## src/rtl/cla_pkg.sv

```systemverilog
// Shared definitions for the CLA result stage: op encodings, adder bus widths and the
// layout of one queued result entry.
package cla_pkg;

  localparam int unsigned SUM_W = 9;
  localparam int unsigned IN_W  = 32;

  typedef enum logic [1:0] {
    OP_LOAD  = 2'b00,
    OP_ACC   = 2'b01,
    OP_CLEAR = 2'b10,
    OP_NOP   = 2'b11
  } op_e;

  // A queued entry is {acc[ACC_W-1:0], flags_t}; the accumulator width is per instance.
  typedef struct packed {
    logic carry8;
    logic zero;
    logic ovf;
  } flags_t;

  localparam int unsigned FLAGS_W = $bits(flags_t);

  function automatic flags_t make_flags(input logic carry8, input logic zero, input logic ovf);
    flags_t f;
    f.carry8 = carry8;
    f.zero   = zero;
    f.ovf    = ovf;
    return f;
  endfunction

endpackage

```

## src/rtl/result_fifo.sv

```systemverilog
// Two-entry synchronous FIFO with 1-bit wrapping pointers. When empty, the read port
// keeps presenting the most recently popped entry (all zeros after reset).
module result_fifo #(
  parameter int unsigned Width = 8
) (
  input  logic             clk_i,
  input  logic             rst_ni,
  input  logic             push_i,
  input  logic [Width-1:0] wdata_i,
  input  logic             pop_i,
  output logic [Width-1:0] rdata_o,
  output logic [1:0]       count_o,
  output logic             full_o,
  output logic             empty_o
);

  logic [Width-1:0] mem_q [2];
  logic             wr_ptr_q;
  logic             rd_ptr_q;
  logic [1:0]       count_q;
  logic             push_ok;
  logic             pop_ok;

  assign full_o  = (count_q == 2'd2);
  assign empty_o = (count_q == 2'd0);
  assign count_o = count_q;

  assign push_ok = push_i && !full_o;
  assign pop_ok  = pop_i && !empty_o;

  always_ff @(posedge clk_i or negedge rst_ni) begin
    if (!rst_ni) begin
      mem_q[0] <= '0;
      mem_q[1] <= '0;
      wr_ptr_q <= 1'b0;
      rd_ptr_q <= 1'b0;
      count_q  <= 2'd0;
    end else begin
      if (push_ok) begin
        mem_q[wr_ptr_q] <= wdata_i;
        wr_ptr_q        <= ~wr_ptr_q;
      end
      if (pop_ok) begin
        rd_ptr_q <= ~rd_ptr_q;
      end
      unique case ({push_ok, pop_ok})
        2'b10:   count_q <= count_q + 2'd1;
        2'b01:   count_q <= count_q - 2'd1;
        default: count_q <= count_q;
      endcase
    end
  end

  // While empty, wr_ptr == rd_ptr, so the slot behind rd_ptr holds the last popped
  // entry and cannot be overwritten until the FIFO is non-empty again.
  always_comb begin
    rdata_o = mem_q[rd_ptr_q];
    if (empty_o) begin
      rdata_o = mem_q[~rd_ptr_q];
    end
  end

endmodule

```

## src/rtl/cla_result_stage.sv

```systemverilog
// Consumes the CLA sum bus, applies LOAD/ACC/CLEAR/NOP to an accumulator and queues
// {accumulator, flags} in a 2-entry FIFO for writeback.
module cla_result_stage #(
  parameter int unsigned SUM_W = cla_pkg::SUM_W,
  parameter int unsigned IN_W  = cla_pkg::IN_W,
  parameter int unsigned ACC_W = 32,  // SUM_W <= ACC_W <= IN_W
  parameter int unsigned CNT_W = 16
) (
  input  logic             clk,
  input  logic             rst_n,
  input  logic [IN_W-1:0]  sum_i,
  input  logic [1:0]       op_i,
  input  logic             in_valid,
  output logic             in_ready,
  output logic [ACC_W-1:0] out_data,
  output logic             out_carry8,
  output logic             out_zero,
  output logic             out_ovf,
  output logic             out_valid,
  input  logic             out_ready,
  output logic             err_upper,
  output logic [CNT_W-1:0] op_cnt
);

  import cla_pkg::*;

  localparam int unsigned EntW = ACC_W + FLAGS_W;

  logic [ACC_W-1:0] acc_q;
  logic [ACC_W-1:0] acc_d;
  logic             ovf_q;
  logic             ovf_d;
  logic             err_upper_q;
  logic             err_upper_d;
  logic [CNT_W-1:0] op_cnt_q;
  logic [CNT_W-1:0] op_cnt_d;
  logic             rdy_en_q;

  logic [ACC_W-1:0] sum_ext;
  logic [ACC_W:0]   acc_add;
  logic             upper_nz;
  logic             accept;

  logic             fifo_push;
  logic             fifo_pop;
  logic [EntW-1:0]  push_entry;
  logic [EntW-1:0]  head_entry;
  logic [1:0]       fifo_count;
  logic             fifo_full;
  logic             fifo_empty;
  logic             unused_fifo_full;
  flags_t           push_flags;
  flags_t           head_flags;

  // Held low until the first edge after reset release, then gated by occupancy only.
  assign in_ready = rdy_en_q && (fifo_count < 2'd2);
  assign accept   = in_valid && in_ready;

  assign sum_ext  = ACC_W'(sum_i[SUM_W-1:0]);
  assign acc_add  = {1'b0, acc_q} + {1'b0, sum_ext};
  assign upper_nz = |(sum_i >> SUM_W);

  always_comb begin
    acc_d       = acc_q;
    ovf_d       = ovf_q;
    err_upper_d = err_upper_q;
    op_cnt_d    = op_cnt_q;
    if (accept) begin
      case (op_e'(op_i))
        OP_LOAD: begin
          acc_d = sum_ext;
          ovf_d = 1'b0;
        end
        OP_ACC: begin
          acc_d = acc_add[ACC_W-1:0];
          ovf_d = ovf_q | acc_add[ACC_W];
        end
        OP_CLEAR: begin
          acc_d = '0;
          ovf_d = 1'b0;
        end
        default: begin
          acc_d = acc_q;
          ovf_d = ovf_q;
        end
      endcase
      err_upper_d = err_upper_q | upper_nz;
      if (op_cnt_q != '1) begin
        op_cnt_d = op_cnt_q + 1'b1;
      end
    end
  end

  always_ff @(posedge clk or negedge rst_n) begin
    if (!rst_n) begin
      acc_q       <= '0;
      ovf_q       <= 1'b0;
      err_upper_q <= 1'b0;
      op_cnt_q    <= '0;
      rdy_en_q    <= 1'b0;
    end else begin
      acc_q       <= acc_d;
      ovf_q       <= ovf_d;
      err_upper_q <= err_upper_d;
      op_cnt_q    <= op_cnt_d;
      rdy_en_q    <= 1'b1;
    end
  end

  assign push_flags = make_flags(sum_i[SUM_W-1], (acc_d == '0), ovf_d);
  assign push_entry = {acc_d, push_flags};
  assign fifo_push  = accept;
  assign fifo_pop   = out_ready && !fifo_empty;

  result_fifo #(
    .Width (EntW)
  ) u_result_fifo (
    .clk_i   (clk),
    .rst_ni  (rst_n),
    .push_i  (fifo_push),
    .wdata_i (push_entry),
    .pop_i   (fifo_pop),
    .rdata_o (head_entry),
    .count_o (fifo_count),
    .full_o  (fifo_full),
    .empty_o (fifo_empty)
  );

  assign unused_fifo_full = fifo_full;

  assign head_flags = head_entry[FLAGS_W-1:0];
  assign out_data   = head_entry[EntW-1:FLAGS_W];
  assign out_carry8 = head_flags.carry8;
  assign out_zero   = head_flags.zero;
  assign out_ovf    = head_flags.ovf;
  assign out_valid  = !fifo_empty;

  assign err_upper  = err_upper_q;
  assign op_cnt     = op_cnt_q;

endmodule

```

## config.mk

```make
export PLATFORM = sky130hd
export DESIGN_NAME = cla_result_stage
export DESIGN_NICKNAME = d
export VERILOG_FILES = /design/src/rtl/cla_pkg.sv /design/src/rtl/result_fifo.sv /design/src/rtl/cla_result_stage.sv
export SDC_FILE = /design/constraint.sdc
export NUM_CORES = 1
export LEC_CHECK = 0
export BUFFER_PORTS_ARGS = -buffer_cell sky130_fd_sc_hd__clkbuf_2
export CAP_MARGIN = 20
export CORE_MARGIN = 4
export CORE_UTILIZATION = 45
export CTS_BUF_LIST = sky130_fd_sc_hd__clkbuf_4 sky130_fd_sc_hd__clkbuf_8 sky130_fd_sc_hd__clkbuf_16
export CTS_CLUSTER_DIAMETER = 40
export DETAILED_ROUTE_END_ITERATION = 6
export GPL_TIMING_DRIVEN = 0
export PLACE_DENSITY = 0.76
export SYNTH_ARGS = -nofsm -noshare
export SYNTH_HDL_FRONTEND = slang
export SYNTH_SLANG_ARGS = --single-unit
```

## constraint.sdc

```tcl
create_clock -name clk -period 5.4 [get_ports clk]
set_clock_uncertainty 0.1 [all_clocks]
set_input_delay 1.08 -clock clk [delete_from_list [all_inputs] [get_ports clk]]
set_output_delay 1.08 -clock clk [all_outputs]
set_load 0.005 [all_outputs]
```

==> results by group, run 1 <==
Worst setup path
  • Cell depth of the worst flop-to-flop path: 12
  • Largest stage delay, worst path: 0.68 ns
  • Crit path to: u_result_fifo.mem_q[36]
  • Critical Path Most Common Cell: a2111oi_0
  • CP max FO: 10
  • Critical path depth: 13
  • CP bufs+invs: 3
  • Crit path launch: sum_i[0]
  • Worst reg-to-reg setup slack: 1.50 ns
  • Worst path cell trace: clkbuf_2 -> ha_1 -> inv_1 -> fa_1 -> and2b_1 -> o221a_2 -> a31oi_4 -> buf_6 -> a2111oi_0 -> a21oi_1 -> a2111oi_0 -> nand4_1 -> o31ai_2
  • Startpoint types: input pin
  • CP max stage cell: a2111oi_0
  • Reg2reg start: acc_q[0]
  • R2r endpoint: u_result_fifo.mem_q[36]
  • CP required: 5.63 ns
  • Top delay family on crit path: compound AO/OA/AOI/OAI gates
  • Worst setup path category: in -> reg
  • Critical path arrival: 4.52 ns
  • Nature of the critical path endpoint: flop

STA
  • Max Slew Vio Count: 0
  • Slew @ Worst Pin: 0.7771 ns
  • Slew HR: 48.02%
  • Final period util: between 70% and 80%
  • Tmin final: 4.288 ns
  • Hold slack: 0.3703 ns
  • Final worst slack: 1.112 ns
  • Hold Fails Final Rpt: 0
  • # setup viols final: 0
  • RSZ-0062 raised after global routing: no
  • Fin Setup TNS: 0 ns
  • Fmax: 0.2332 GHz

Clock tree
  • Clock latency at the later pin of the worst-skew pair: 0.42 ns
  • TritonCTS Sinks: 125
  • H-tree levels: 4
  • Hold Buf Count CTS: 0
  • CTS tree: built
  • Post-CTS setup buffer count: 0
  • CTS resizes: 0
  • Worst-path clk slew: about 0.05 ns
  • CTS root buf: clkbuf_16
  • CTS Buf Count: 17
  • Longest Clk Path Bufs: 2

Route
  • Final wirelength: about 16 mm
  • Post-route ant nets: 0
  • Per-cell routed wire length: 16.29 um
  • Vias: 5173
  • # DRC: 0
  • DR iter-0 viols: between 200 and 250
  • DRT Pass-1 Iters: 5
  • Via density: approximately 5.4

Floorplan
  • Core box area: 13990 um^2
  • Site Rows: 43
  • DIE AREA: 16400 um^2
  • Initial Utilization: 46.37%
  • Die H: 128.1 um
  • Chip width: around 130 um
  • # IOs: approximately 90

Synth
  • YS warnings: 0
  • Post-synthesis cell type with the largest combined area: dfrtp_1
  • Synth top area cells: dfrtp_1, mux2_2, nand2_1
  • Main synth FF type: dfrtp_1
  • Synthesized net count: around 700
  • Most common cell in the netlist: dfrtp_1
  • Post-synth cell types: 72
  • Number of synthesized register bits: ~130
  • Syn avg cell area: 9.933 um^2
  • Async S/R FF share, synth: 100.0%
  • Cell area after synthesis: ~6500 um^2
  • Sequential area share after synthesis: 48.23%
  • EDFF count, synth: 0
  • Top cell type's share of synthesized area: 48.23%
  • Top cells by count, synth: dfrtp_1, nand2_1, o21ai_0
  • Mapped Cells: approximately 650

GRT
  • Grt met3 use: 4.667%
  • Largest net degree at the start of global routing: roughly 110
  • Most Crowded Layer GR: met2
  • Number of global-route vias before repair: 5183
  • GR Util met1: between 20% and 30%
  • Grt total ovfl: 0
  • Met2 usage: roughly 31%
  • Global-route wire length before repair: 25.76 mm
  • Initial antenna violation count: 0
  • Gr usage total: 19.77%

Placement
  • IO buf count: 91
  • Pre-CTS WS: 0.7867 ns
  • DP Cell Count: 925
  • Placed cell area: 7203 um^2
  • RD Place Congestion: ~0.87
  • Dpl hpwl: ~11 mm

Power
  • Net Sw Frac: 33.54%
  • Leakage power: 3.774 nW
  • Combinational share of power: between 30% and 40%
  • Sequential power share: 35.2%
  • Clock group share of total power: a little under a third
  • Psw: approximately 1.2 mW
  • Int Pwr: about 2.3 mW
  • Pwr/cell area: 448.0 nW/um^2
  • Max IR drop VDD: 0.2657 mV

Run
  • MaxCap Viol Count: 0

Finish
  • Final #Nets: 814
  • Post-route cell area: 7771 um^2
  • Number of diodes: 0
  • Finished Layout Cells: 955
  • Area Growth Syn to Fin: 19.81%
  • Share of cells above drive strength 1: between 20% and 30%

Hold path
  • Tightest Hold Check Type: reg -> reg

Run status
  • Outcome: finished clean
[worst min-delay path by stage]
stage,from,to,slack (ns),depth (start not counted)
after floorplan,u_result_fifo.mem_q[37],u_result_fifo.mem_q[37],0.34,2
after global placement,u_result_fifo.mem_q[41],u_result_fifo.mem_q[41],0.36,2
after detailed placement,u_result_fifo.mem_q[45],u_result_fifo.mem_q[45],0.36,2
after CTS,u_result_fifo.mem_q[45],u_result_fifo.mem_q[45],0.38,2
after global routing,u_result_fifo.mem_q[3],u_result_fifo.mem_q[3],0.40,2
final,u_result_fifo.mem_q[45],u_result_fifo.mem_q[45],0.37,2
[per-stage QoR]
step | total power [mW] | util (%)
final | 3.482 | 55.55
after CTS | 3.504 | 55.55
after global placement | 2.372 | 51.23
after global routing | 3.687 | 55.55
after floorplan | 2.001 | -
after detailed placement | 2.399 | 51.49
[worst reg2reg max path, stage by stage (launching register included)]
cell and delay (ns):
dfrtp_1 0.38, ha_1 0.20, inv_1 0.06, fa_1 0.41, and2b_1 0.25, o221a_2 0.26
a31oi_4 0.13, buf_6 0.18, a2111oi_0 0.41, a21oi_1 0.09, a2111oi_0 0.68, nand4_1 0.35
o31ai_2 0.32
[power by group through the flow]
stage / clock (mW) / sequential [mW] / combinational (mW)
after detailed placement: 0 / 1.24 / 1.16
final: 1.10 / 1.22 / 1.16
after floorplan: 0 / 1.21 / 0.791
after CTS: 1.12 / 1.22 / 1.16
after global routing: 1.16 / 1.25 / 1.28
after global placement: 0 / 1.23 / 1.14
[logic make-up (layout without fill, tap and decap cells)]
| group | Yosys count | in the layout | synth area share (%) |
|---|---|---|---|
| AOI/OAI and AO/OA | 134 | 134 | 14.08 |
| buffers and inverters | 74 | 196 | 4.610 |
| and+or+nand+nor | 219 | 219 | 16.92 |
| other | 1 | 1 | 0.05781 |
| muxes | 50 | 50 | 8.546 |
| DFF | 125 | 125 | 48.23 |
| xor gates and xnor gates | 38 | 38 | 5.131 |
| adders and majority gates | 12 | 12 | 2.431 |
[registers in the layout, summed over array words and instances (netlist names), 2 cells and up]
name	flops
acc_q	32
op_cnt	16
u_result_fifo.count_o	2
u_result_fifo.mem_q	70
[per-layer routing]
| layer | wire [um] | share of wire [%] |
|---|---|---|
| met2 | 7249 | 47 |
| met5 | 0 | 0 |
| met4 | 181 | 1.2 |
| met3 | 946 | 6.1 |
| met1 | 7179 | 46 |
[placed cells by master (no fill, tap or decap), types with 8 or more instances in the layout]
master,instances
clkbuf_2,90
ha_1,11
and2_1,10
xnor2_1,27
nor3_1,9
a21oi_1,13
dfrtp_1,125
nand2_1,103
nand4_1,14
nor4_1,8
mux2_2,43
xor2_1,11
o31ai_1,9
o21ai_0,63
clkbuf_1,22
nor2_1,26
inv_1,43
clkbuf_16,17
[area by class of cell]
type	instances	area [um^2]
Fill cell	1260	6217
Clock buffer	22	475.5
Multi-Input combinational cell	454	3059
Clock inverter	8	92.59
Sequential cell	125	3128
Buffer	31	137.6
Timing Repair Buffer	92	491.7
Tap cell	180	225.2
Inverter	43	161.4
Note: power is estimated with default switching activity, not from simulation.
==> run 2, diff against run 1 <==
- clock period: 5.4 -> 4.1 ns (I/O delays scaled with it)
==> run 2 against run 1 <==
Non-clock buffer count is the same. Critical path depth fell by 8. Clock power rose by 32%. Cell area is essentially flat. First-iteration DRC count up 1.3%. Largest power group unchanged.
==> results by group, run 2 (same netlist as run 1, synthesis figures left out) <==
Worst setup path
  • Crit path launch: u_result_fifo.count_o[1] (was sum_i[0])
  • CP max FO: 10 (unchanged)
  • Critical path depth: 5 (was 13)
  • R2r endpoint: u_result_fifo.mem_q[36] (unchanged)
  • Critical path arrival: 2.99 ns (was 4.52 ns)
  • Worst path cell trace: or2_2 -> xor2_1 -> clkbuf_1 -> mux2_2 -> clkbuf_2 (was clkbuf_2 -> ha_1 -> inv_1 -> fa_1 -> and2b_1 -> o221a_2 -> a31oi_4 -> buf_6 -> a2111oi_0 -> a21oi_1 -> a2111oi_0 -> nand4_1 -> o31ai_2)
  • Crit path to: out_data[19] (was u_result_fifo.mem_q[36])
  • Largest stage delay, worst path: 0.63 ns (was 0.68 ns)
  • Worst reg-to-reg setup slack: 0.33 ns (was 1.50 ns)
  • CP required: 3.18 ns (was 5.63 ns)
  • Startpoint types: flop (was input pin)
  • Reg2reg start: acc_q[0] (unchanged)
  • CP bufs+invs: 2 (was 3)
  • Top delay family on crit path: buffers and inverters (was compound AO/OA/AOI/OAI gates)
  • Cell depth of the worst flop-to-flop path: 12 (unchanged)
  • Nature of the critical path endpoint: output pin (was flop)
  • Worst setup path category: reg -> out (was in -> reg)
  • CP max stage cell: xor2_1 (was a2111oi_0)

Power
  • Max IR drop VDD: 0.3501 mV (was 0.2657 mV)
  • Int Pwr: 3.049 mW (was 2.314 mW)
  • Pwr/cell area: 589.6 nW/um^2 (was 448.0 nW/um^2)
  • Combinational share of power: 33.3% (was 33.2%)
  • Net Sw Frac: 33.47% (was 33.54%)
  • Sequential power share: 35.2% (about the same)
  • Leakage power: 3.774 nW (about the same)
  • Total power: 4.583 mW (was 3.482 mW)
  • Psw: 1.534 mW (was 1.168 mW)
  • Clock group share of total power: 31.5% (was 31.6%)

Route
  • Vias: 5167 (was 5173)
  • Via density: 5.410 (was 5.417)
  • Post-route ant nets: 0 (unchanged)
  • Final wirelength: 15.54 mm (was 15.56 mm)
  • # DRC: 0 (unchanged)
  • DRT Pass-1 Iters: 5 (unchanged)
  • Per-cell routed wire length: 16.27 um (was 16.29 um)
  • DR iter-0 viols: 243 (was 240)

Finish
  • Area of the multi-input gates: 3060 um^2 (was 3059 um^2)
  • Area Growth Syn to Fin: 19.83% (was 19.81%)
  • Max FFs per register: 70 (unchanged)
  • Sequential cell area: 3128 um^2 (unchanged)
  • Number of diodes: 0 (unchanged)
  • Most flop-heavy register: u_result_fifo.mem_q (unchanged)
  • Commonest non-fill, non-tap cells in the layout: dfrtp_1, nand2_1, clkbuf_2 (unchanged)
  • Share of cells above drive strength 1: 24.90% (unchanged)
  • Fillers: 1259 (was 1260)
  • Final #Nets: 814 (unchanged)
  • Finished Layout Cells: 955 (unchanged)
  • Commonest non-fill, non-tap cell in the layout: dfrtp_1 (unchanged)

Floorplan
  • Initial Utilization: 46.37% (unchanged)
  • # IOs: 92 (unchanged)
  • Chip width: 128.1 um (unchanged)
  • DIE AREA: 16400 um^2 (unchanged)
  • Core box area: 13990 um^2 (unchanged)
  • Site Rows: 43 (unchanged)
  • Die H: 128.1 um (unchanged)

STA
  • Hold slack: 0.1520 ns (was 0.3703 ns)
  • Hold Fails Final Rpt: 0 (unchanged)
  • # setup viols final: 0 (unchanged)
  • Slew HR: 47.93% (was 48.02%)
  • Fmax: 0.2555 GHz
  • RSZ-0062 raised after global routing: no (unchanged)
  • Max Slew Vio Count: 0 (unchanged)
  • Slew @ Worst Pin: 0.7784 ns (was 0.7771 ns)
  • Tmin final: 3.913 ns
  • Fin Setup TNS: 0 ns (unchanged)
  • Final period util: 95.44%

GRT
  • Initial antenna violation count: 0 (unchanged)
  • Gr usage total: 19.77% (unchanged)
  • Grt total ovfl: 0 (unchanged)
  • Number of global-route vias before repair: 5183 (unchanged)
  • Largest net degree at the start of global routing: 107 (unchanged)
  • Global-route wire length before repair: 25.76 mm (unchanged)

Clock tree
  • Worst-path clk slew: 0.05 ns (about the same)
  • TritonCTS Sinks: 125 (unchanged)
  • Clock latency at the later pin of the worst-skew pair: 0.42 ns (about the same)
  • Hold Buf Count CTS: 0 (unchanged)
  • CTS Buf Count: 17 (unchanged)
  • CTS tree: built (unchanged)
  • H-tree levels: 4 (unchanged)
  • CTS root buf: clkbuf_16 (unchanged)
  • Longest Clk Path Bufs: 2 (unchanged)

Placement
  • DP Cell Count: 925 (unchanged)
  • IO buf count: 91 (unchanged)
  • RD Place Congestion: 0.8682 (unchanged)
  • Dpl hpwl: 11.41 mm (unchanged)

Run
  • MaxCap Viol Count: 0 (unchanged)

Hold path
  • Tightest Hold Check Type: in -> async (was reg -> reg)

Run status
  • Outcome: finished clean (unchanged)
-- run 2: repair_timing --
item / in CTS / in global routing
gates resized for setup: 0 / 1
buffers inserted: 0 / 0
setup endpoints to repair: 0 / 2
-- run 2: per-stage QoR --
stage / utilization [%] / worst slack [ns] / instance area (um^2)
after floorplan: - / 0.4501 / 6486
after global placement: 51.23 / -0.2890 / 7167
after detailed placement: 51.49 / -0.2533 / 7203
after CTS: 55.55 / 0.1778 / 7771
after global routing: 55.56 / 0.01657 / 7772
final: 55.56 / 0.1868 / 7772
-- run 2: worst min-delay path by stage --
stage | startpoint | end | cells after the start
2_1_floorplan | u_result_fifo.mem_q[37] | u_result_fifo.mem_q[37] | 2
3_3_place_gp | u_result_fifo.mem_q[41] | u_result_fifo.mem_q[41] | 2
3_5_place_dp | u_result_fifo.mem_q[45] | u_result_fifo.mem_q[45] | 2
4_1_cts | rst_n | u_result_fifo.count_o[0] | 1
5_1_grt | rst_n | u_result_fifo.count_o[0] | 1
6_report | rst_n | u_result_fifo.count_o[0] | 1
-- run 2: layout make-up --
class	instances	area share [%]
clock inverter	8	1.191
buffer	31	1.771
inverter	43	2.077
multi-input combinational	454	39.38
sequential	125	40.24
tap	180	2.898
timing repair buffer	92	6.326
clock buffer	22	6.117
-- run 2: per-layer routing --
metal | track usage (%) | vias to the layer above | part of all wire, %
met4 | 6.117 | 0 | 1.2
met3 | 4.667 | 21 | 6.3
met2 | 31.27 | 170 | 47
met1 | 27.11 | 2478 | 46
li1 | - | 2498 | -
met5 | 0 | - | 0
-- run 2: worst register-to-register path, delay by kind of cell, from the launching register on --
family	cells	cell delay [ns]
AO/OA/AOI/OAI	6	1.78
adder cells (fa/ha/maj)	2	0.61
AND/OR/NAND/NOR	2	0.57
flip-flops	1	0.38
buffers and inverters	2	0.24
-- run 2: power groups by stage --
stage	Clock [mW]	Sequential, mW	Combinational (mW)
after floorplan	0	1.59	1.04
after global placement	0	1.62	1.50
after detailed placement	0	1.63	1.53
after CTS	1.47	1.61	1.53
after global routing	1.52	1.65	1.68
final	1.45	1.61	1.52
